## config.mk

```make
export PLATFORM = sky130hd
export DESIGN_NAME = nmea_src_arb
export DESIGN_NICKNAME = d
export VERILOG_FILES = /design/src/rtl/nmea_pkg.sv /design/src/rtl/nmea_src_watchdog.sv /design/src/rtl/nmea_src_arb.sv
export SDC_FILE = /design/constraint.sdc
export NUM_CORES = 1
export LEC_CHECK = 0
export CAP_MARGIN = 15
export CORE_MARGIN = 4
export CORE_UTILIZATION = 39
export CTS_CLUSTER_DIAMETER = 200
export DETAILED_ROUTE_END_ITERATION = 8
export SLEW_MARGIN = 20
export SYNTH_ARGS = -nofsm -noshare
export SYNTH_HDL_FRONTEND = slang
export SYNTH_HIERARCHICAL = 1
export SYNTH_SLANG_ARGS = --single-unit
```

## constraint.sdc

```tcl
create_clock -name clk -period 3.44 [get_ports clk]
set_input_delay 0.516 -clock clk [delete_from_list [all_inputs] [get_ports clk]]
set_output_delay 0.516 -clock clk [all_outputs]
set_load 0.05 [all_outputs]
```

## src/rtl/nmea_pkg.sv

```systemverilog
// Shared encodings for the two-receiver NMEA source arbiter: FSM states,
// framing characters and the counter width helper.
package nmea_pkg;

    typedef enum logic [1:0] {
        ST_IDLE = 2'd0,
        ST_LOCK = 2'd1,
        ST_REL  = 2'd2
    } arb_state_e;

    localparam logic [7:0] ASCII_DOLLAR = 8'h24;
    localparam logic [7:0] ASCII_LF     = 8'h0A;
    localparam logic [7:0] ASCII_COMMA  = 8'h2C;

    // Bits needed to hold 0..max_val inclusive.
    function automatic int cnt_w(input int max_val);
        return (max_val < 2) ? 1 : $clog2(max_val + 1);
    endfunction

endpackage

```

## src/rtl/nmea_src_watchdog.sv

```systemverilog
// Per-source idle counter: clears on every valid strobe, saturates at
// STALE_CYC and flags the source stale while saturated.
module nmea_src_watchdog
    import nmea_pkg::*;
#(
    parameter int STALE_CYC = 50_000_000
) (
    input  logic clk,
    input  logic rst_n,
    input  logic valid_i,
    output logic stale_o
);

    localparam int             W   = cnt_w(STALE_CYC);
    localparam logic [W-1:0]   SAT = W'(STALE_CYC);

    logic [W-1:0] cnt_q, cnt_d;

    always_comb begin
        cnt_d = cnt_q;
        if (valid_i)
            cnt_d = '0;
        else if (cnt_q != SAT)
            cnt_d = cnt_q + 1'b1;
    end

    always_ff @(posedge clk or negedge rst_n) begin
        if (!rst_n)
            cnt_q <= '0;
        else
            cnt_q <= cnt_d;
    end

    assign stale_o = (cnt_q == SAT);

endmodule

```

## src/rtl/nmea_src_arb.sv

```systemverilog
// Two-receiver NMEA byte-stream arbiter: locks onto one source per sentence
// ('$' .. LF) with timeout release. Optional counters under NMEA_ARB_STATS_EN.
module nmea_src_arb
    import nmea_pkg::*;
#(
    parameter int TIMEOUT_CYC = 1_000_000,
    parameter int STALE_CYC   = 50_000_000,
    parameter int PREF_SRC    = 0
) (
    input  logic        clk,
    input  logic        rst_n,
    input  logic [7:0]  char0,
    input  logic        valid0,
    input  logic [7:0]  char1,
    input  logic        valid1,
    output logic [7:0]  char_out,
    output logic        valid_out,
    output logic        owner,
    output logic        locked,
    output logic        abort,
`ifdef NMEA_ARB_STATS_EN
    output logic [15:0] good_cnt0,
    output logic [15:0] good_cnt1,
    output logic [15:0] to_cnt,
`endif
    output logic [1:0]  stale
);

    localparam int           TW   = cnt_w(TIMEOUT_CYC);
    localparam logic [TW-1:0] TMAX = TW'(TIMEOUT_CYC - 1);
    localparam logic         PREF0 = 1'(PREF_SRC);

    arb_state_e    state_q;
    logic [7:0]    char_q;
    logic          valid_q, owner_q, pref_q, locked_q, abort_q;
    logic [TW-1:0] cnt_q;
    logic [1:0]    stale_w;

    nmea_src_watchdog #(.STALE_CYC(STALE_CYC)) u_wd0 (
        .clk(clk), .rst_n(rst_n), .valid_i(valid0), .stale_o(stale_w[0])
    );
    nmea_src_watchdog #(.STALE_CYC(STALE_CYC)) u_wd1 (
        .clk(clk), .rst_n(rst_n), .valid_i(valid1), .stale_o(stale_w[1])
    );

    // A stale source only loses eligibility when the other one is still alive.
    logic cand0, cand1, grant, win;
    assign cand0 = valid0 && (char0 == ASCII_DOLLAR) && !(stale_w[0] && !stale_w[1]);
    assign cand1 = valid1 && (char1 == ASCII_DOLLAR) && !(stale_w[1] && !stale_w[0]);
    assign grant = cand0 | cand1;
    assign win   = (cand0 && cand1) ? pref_q : cand1;

    logic       own_v, own_lf, own_dlr, to_hit;
    logic [7:0] own_c;
    assign own_v   = owner_q ? valid1 : valid0;
    assign own_c   = owner_q ? char1  : char0;
    assign own_lf  = own_v && (own_c == ASCII_LF);
    assign own_dlr = own_v && (own_c == ASCII_DOLLAR);
    assign to_hit  = (cnt_q == TMAX);

    always_ff @(posedge clk or negedge rst_n) begin
        if (!rst_n) begin
            state_q  <= ST_IDLE;
            char_q   <= '0;
            valid_q  <= 1'b0;
            owner_q  <= PREF0;
            pref_q   <= PREF0;
            locked_q <= 1'b0;
            abort_q  <= 1'b0;
            cnt_q    <= '0;
        end else begin
            valid_q <= 1'b0;
            abort_q <= 1'b0;
            unique case (state_q)
                ST_IDLE: begin
                    if (grant) begin
                        state_q  <= ST_LOCK;
                        owner_q  <= win;
                        char_q   <= ASCII_DOLLAR;
                        valid_q  <= 1'b1;
                        locked_q <= 1'b1;
                        cnt_q    <= '0;
                    end
                end
                ST_LOCK: begin
                    if (own_v) begin
                        char_q  <= own_c;
                        valid_q <= 1'b1;
                    end
                    // LF beats timeout in the same cycle; the owner's '$' restarts the window.
                    if (own_lf) begin
                        state_q  <= ST_REL;
                        locked_q <= 1'b0;
                        pref_q   <= owner_q;
                    end else if (own_dlr) begin
                        cnt_q <= '0;
                    end else if (to_hit) begin
                        state_q  <= ST_REL;
                        locked_q <= 1'b0;
                        abort_q  <= 1'b1;
                    end else begin
                        cnt_q <= cnt_q + 1'b1;
                    end
                end
                default: state_q <= ST_IDLE;
            endcase
        end
    end

    assign char_out  = char_q;
    assign valid_out = valid_q;
    assign owner     = owner_q;
    assign locked    = locked_q;
    assign abort     = abort_q;
    assign stale     = stale_w;

`ifdef NMEA_ARB_STATS_EN
    logic        lf_end, to_end;
    logic [15:0] good0_q, good1_q, to_q;
    assign lf_end = (state_q == ST_LOCK) && own_lf;
    assign to_end = (state_q == ST_LOCK) && !own_lf && !own_dlr && to_hit;

    always_ff @(posedge clk or negedge rst_n) begin
        if (!rst_n) begin
            good0_q <= '0;
            good1_q <= '0;
            to_q    <= '0;
        end else begin
            if (lf_end && !owner_q && good0_q != 16'hFFFF) good0_q <= good0_q + 1'b1;
            if (lf_end &&  owner_q && good1_q != 16'hFFFF) good1_q <= good1_q + 1'b1;
            if (to_end && to_q != 16'hFFFF)                to_q    <= to_q + 1'b1;
        end
    end

    assign good_cnt0 = good0_q;
    assign good_cnt1 = good1_q;
    assign to_cnt    = to_q;
`endif

endmodule
```

==> run metrics <==
outcome complete, no violations; count of state elements after synthesis between 80 and 90; Unique masters post-synth 55; first-pass GRT wire length around 19,000 um; Clock Latency Late Sink 340 ps; FF+latch area around 2200 um^2; setup_tns 0 ps; ANT cells 0; global route overflow 0; width of the die 120 um; critical path class reg -> out; Initial Util 40.4%; Final Wtd Congestion between 0.8 and 0.9; PwrDens between 400 and 500 nW/um^2; Via Count between 4,000 and 5,000; Mapped Nets about 540; Pleak 2.19 nW; Iter 0 DRT Violations about 270; placed instance count slightly below 700; maximum capacitance violations 0; synth-to-layout area growth 15.4%; HPWL Detailed approximately 7600 um; largest area contributor in the netlist dfrtp_1; Clk pin slew, worst setup/hold paths 60 ps; Root Driver clkbuf_16; Top Ports 34; critical path's largest stage delay around 850 ps; vias in the first global route about 4,000; ys async rst share 100%; All-Layer GR Usage between 10% and 20%; Total Nets Final 565; CTS tree done; Worst Setup End Kind output port; synthesized area per cell roughly 9.7 um^2; clk buf depth 2; Post-synth top cells dfrtp_1, nand2_1, nor2_1, a21oi_1, a31oi_1; die area 14,500 um^2; relative slew slack 35.7%; worst path required time ~2900 ps; DRT antenna net count 0; critical path arrival about 2700 ps; footprint of the multi-input gates ~2600 um^2; Top FF cell, synth dfrtp_1; CP Cell Sequence inv_1 > ha_1 > nor4bb_1 > nand4_1 > nor3_2 > clkdlybuf4s50_1; CTS sink cnt a little under 90; die height 120 um; Post-Syn Area about 4900 um^2; routed length per instance 15.2 um; H-Tree Depth 3; worst hold-check path type in -> async; largest net degree at the start of global routing between 40 and 50; Hold Fails Final Rpt 0; slowest CP cell clkdlybuf4s50_1; port bufs 33; Worst setup SP type register; count leader, synth dfrtp_1; Post-CTS Setup Inserts 0; Total Wirelength 10,800 um; via-per-instance ratio roughly 5.7; Post-Synthesis Cells 510; RSZ-0062 raised after global routing no; DRC Markers 0; share of cells above drive strength 1 about a tenth; Peak VDD IR about 0.4 mV; final cell count without fillers between 700 and 800; EDFF count, synth 0; top-area cell type share of the netlist area between 40% and 50%; Max Clock Skew 4.57 ps; CP max FO 5; initial antenna violation count 0; number of fill cells 1,194; TritonRoute pass-1 iters 4; Worst-Margin Slew 965 ps; Worst Path Buf+Inv 2; f_max between 0.3 and 0.4 GHz; pins over their slew limit 0; # setup viols final 0; fin crit share between 90% and 100%; core region area roughly 12,000 um^2; cts hold-fix bufs 0; ranking of synthesized cells by area dfrtp_1, a31oi_1, nand2_1, xor2_1, nor2_1; Tmin final ~3200 ps; cts bufs inserted 9; Top Family by Delay on Critical Path buffers and inverters; synth warn 6; sequential area share after synthesis ~44%; Rows 40
-- registers in the layout, summed over array words and instances, names as in the netlist --
signal       flops
abort            1
char_out         8
cnt_q           20
locked           1
owner            1
pref_q           1
state_q          2
u_wd0/cnt_q     26
u_wd1/cnt_q     26
valid_out        1
-- cell usage in the layout, fill, tap and decap left out, drive strengths merged, types with 10 or more instances in the layout --
| cell | synthesis | routed |
|---|---|---|
| nand2b | 12 | 12 |
| nor3 | 11 | 11 |
| nor4 | 10 | 10 |
| mux2i | 13 | 13 |
| dfrtp | 87 | 87 |
| clkdlybuf4s50 | 0 | 31 |
| nand4 | 22 | 22 |
| mux2 | 11 | 11 |
| or3 | 10 | 10 |
| inv | 13 | 13 |
| nand2 | 47 | 47 |
| a21oi | 29 | 29 |
| clkbuf | 10 | 14 |
| xor2 | 18 | 18 |
| nor2 | 41 | 41 |
| and3 | 13 | 13 |
| or4 | 18 | 18 |
| nand3 | 23 | 23 |
| o21ai | 16 | 16 |
| o31ai | 16 | 16 |
| a31oi | 29 | 29 |
-- logic make-up after synthesis --
group,after synthesis,synth area share [%]
simple gates,237,28.6
fa+ha+maj,5,1.27
xor+xnor,22,3.91
flops,87,44.2
buf+inv,33,3.50
compound gates,102,13.4
mux,24,5.15
-- through the flow --
| step | instance area [um^2] | power [mW] | worst slack, ps | hold slack (ps) | util, % |
|---|---|---|---|---|---|
| 2_1_floorplan | 4940 | 1.43 | 287 | 220 | - |
| 3_3_place_gp | 5390 | 1.56 | 380 | 475 | 44.1 |
| 4_1_cts | 5670 | 2.53 | 75.5 | 197 | 46.5 |
| 3_5_place_dp | 5390 | 1.58 | 318 | 491 | 44.1 |
| 6_report | 5690 | 2.49 | 274 | 181 | 46.6 |
| 5_1_grt | 5690 | 2.62 | 47.5 | 223 | 46.6 |
-- final timing paths --
check	start	to	slack [ps]	cells after the start
max	u_wd1/cnt_q[0]$_DFFE_PN0P_	stale[1]	270	6
min	rst_n	u_wd0/cnt_q[20]$_DFFE_PN0P_	180	1
max reg2reg	u_wd0/cnt_q[0]$_DFFE_PN0P_	cnt_q[9]$_DFFE_PN0P_	350	10
min reg2reg	cnt_q[18]$_DFFE_PN0P_	cnt_q[18]$_DFFE_PN0P_	500	1
max in group asynchronous	rst_n	u_wd0/cnt_q[7]$_DFFE_PN0P_	2520	2
min in group clk	cnt_q[18]$_DFFE_PN0P_	cnt_q[18]$_DFFE_PN0P_	500	1
-- timing repair --
action	in CTS	in global routing
hold endpoints to repair	0	0
resized for setup	0	1
endpoints found under the setup margin	0	1
-- routing by layer --
metal | vias to the layer above | global-route usage, % | wire length, um
met1 | 1994 | 21.5 | 5140
met2 | 43 | 25.4 | 5310
met5 | - | 0 | 0
met3 | 4 | 4.58 | 321
li1 | 1982 | - | -
met4 | 0 | 3.97 | 61
-- cell type report --
| cell class | instances | share of cell area (%) |
|---|---|---|
| multi-input cells | 390 | 45.5 |
| flip-flops and latches | 87 | 38.3 |
| repair buffers | 39 | 6.67 |
| clock buffers | 14 | 4.99 |
| well taps | 168 | 3.70 |
| inverters | 13 | 0.858 |
-- report_power, final --
part | internal (mW) | switching, mW
Combinational | 0.155 | 0.248
Sequential | 1.09 | 0.0665
Clock | 0.561 | 0.374
Total | 1.80 | 0.689
-- worst register-to-register path: stages, from the launching register on --
cell	delay [ps]
dfrtp_1	410
inv_1	90
ha_1	160
nor4bb_1	310
nand4_1	150
nor3_2	430
inv_1	210
o2111ai_1	290
a21boi_2	330
o21ai_2	330
o221ai_1	290
(Power assumes the default switching activity.)
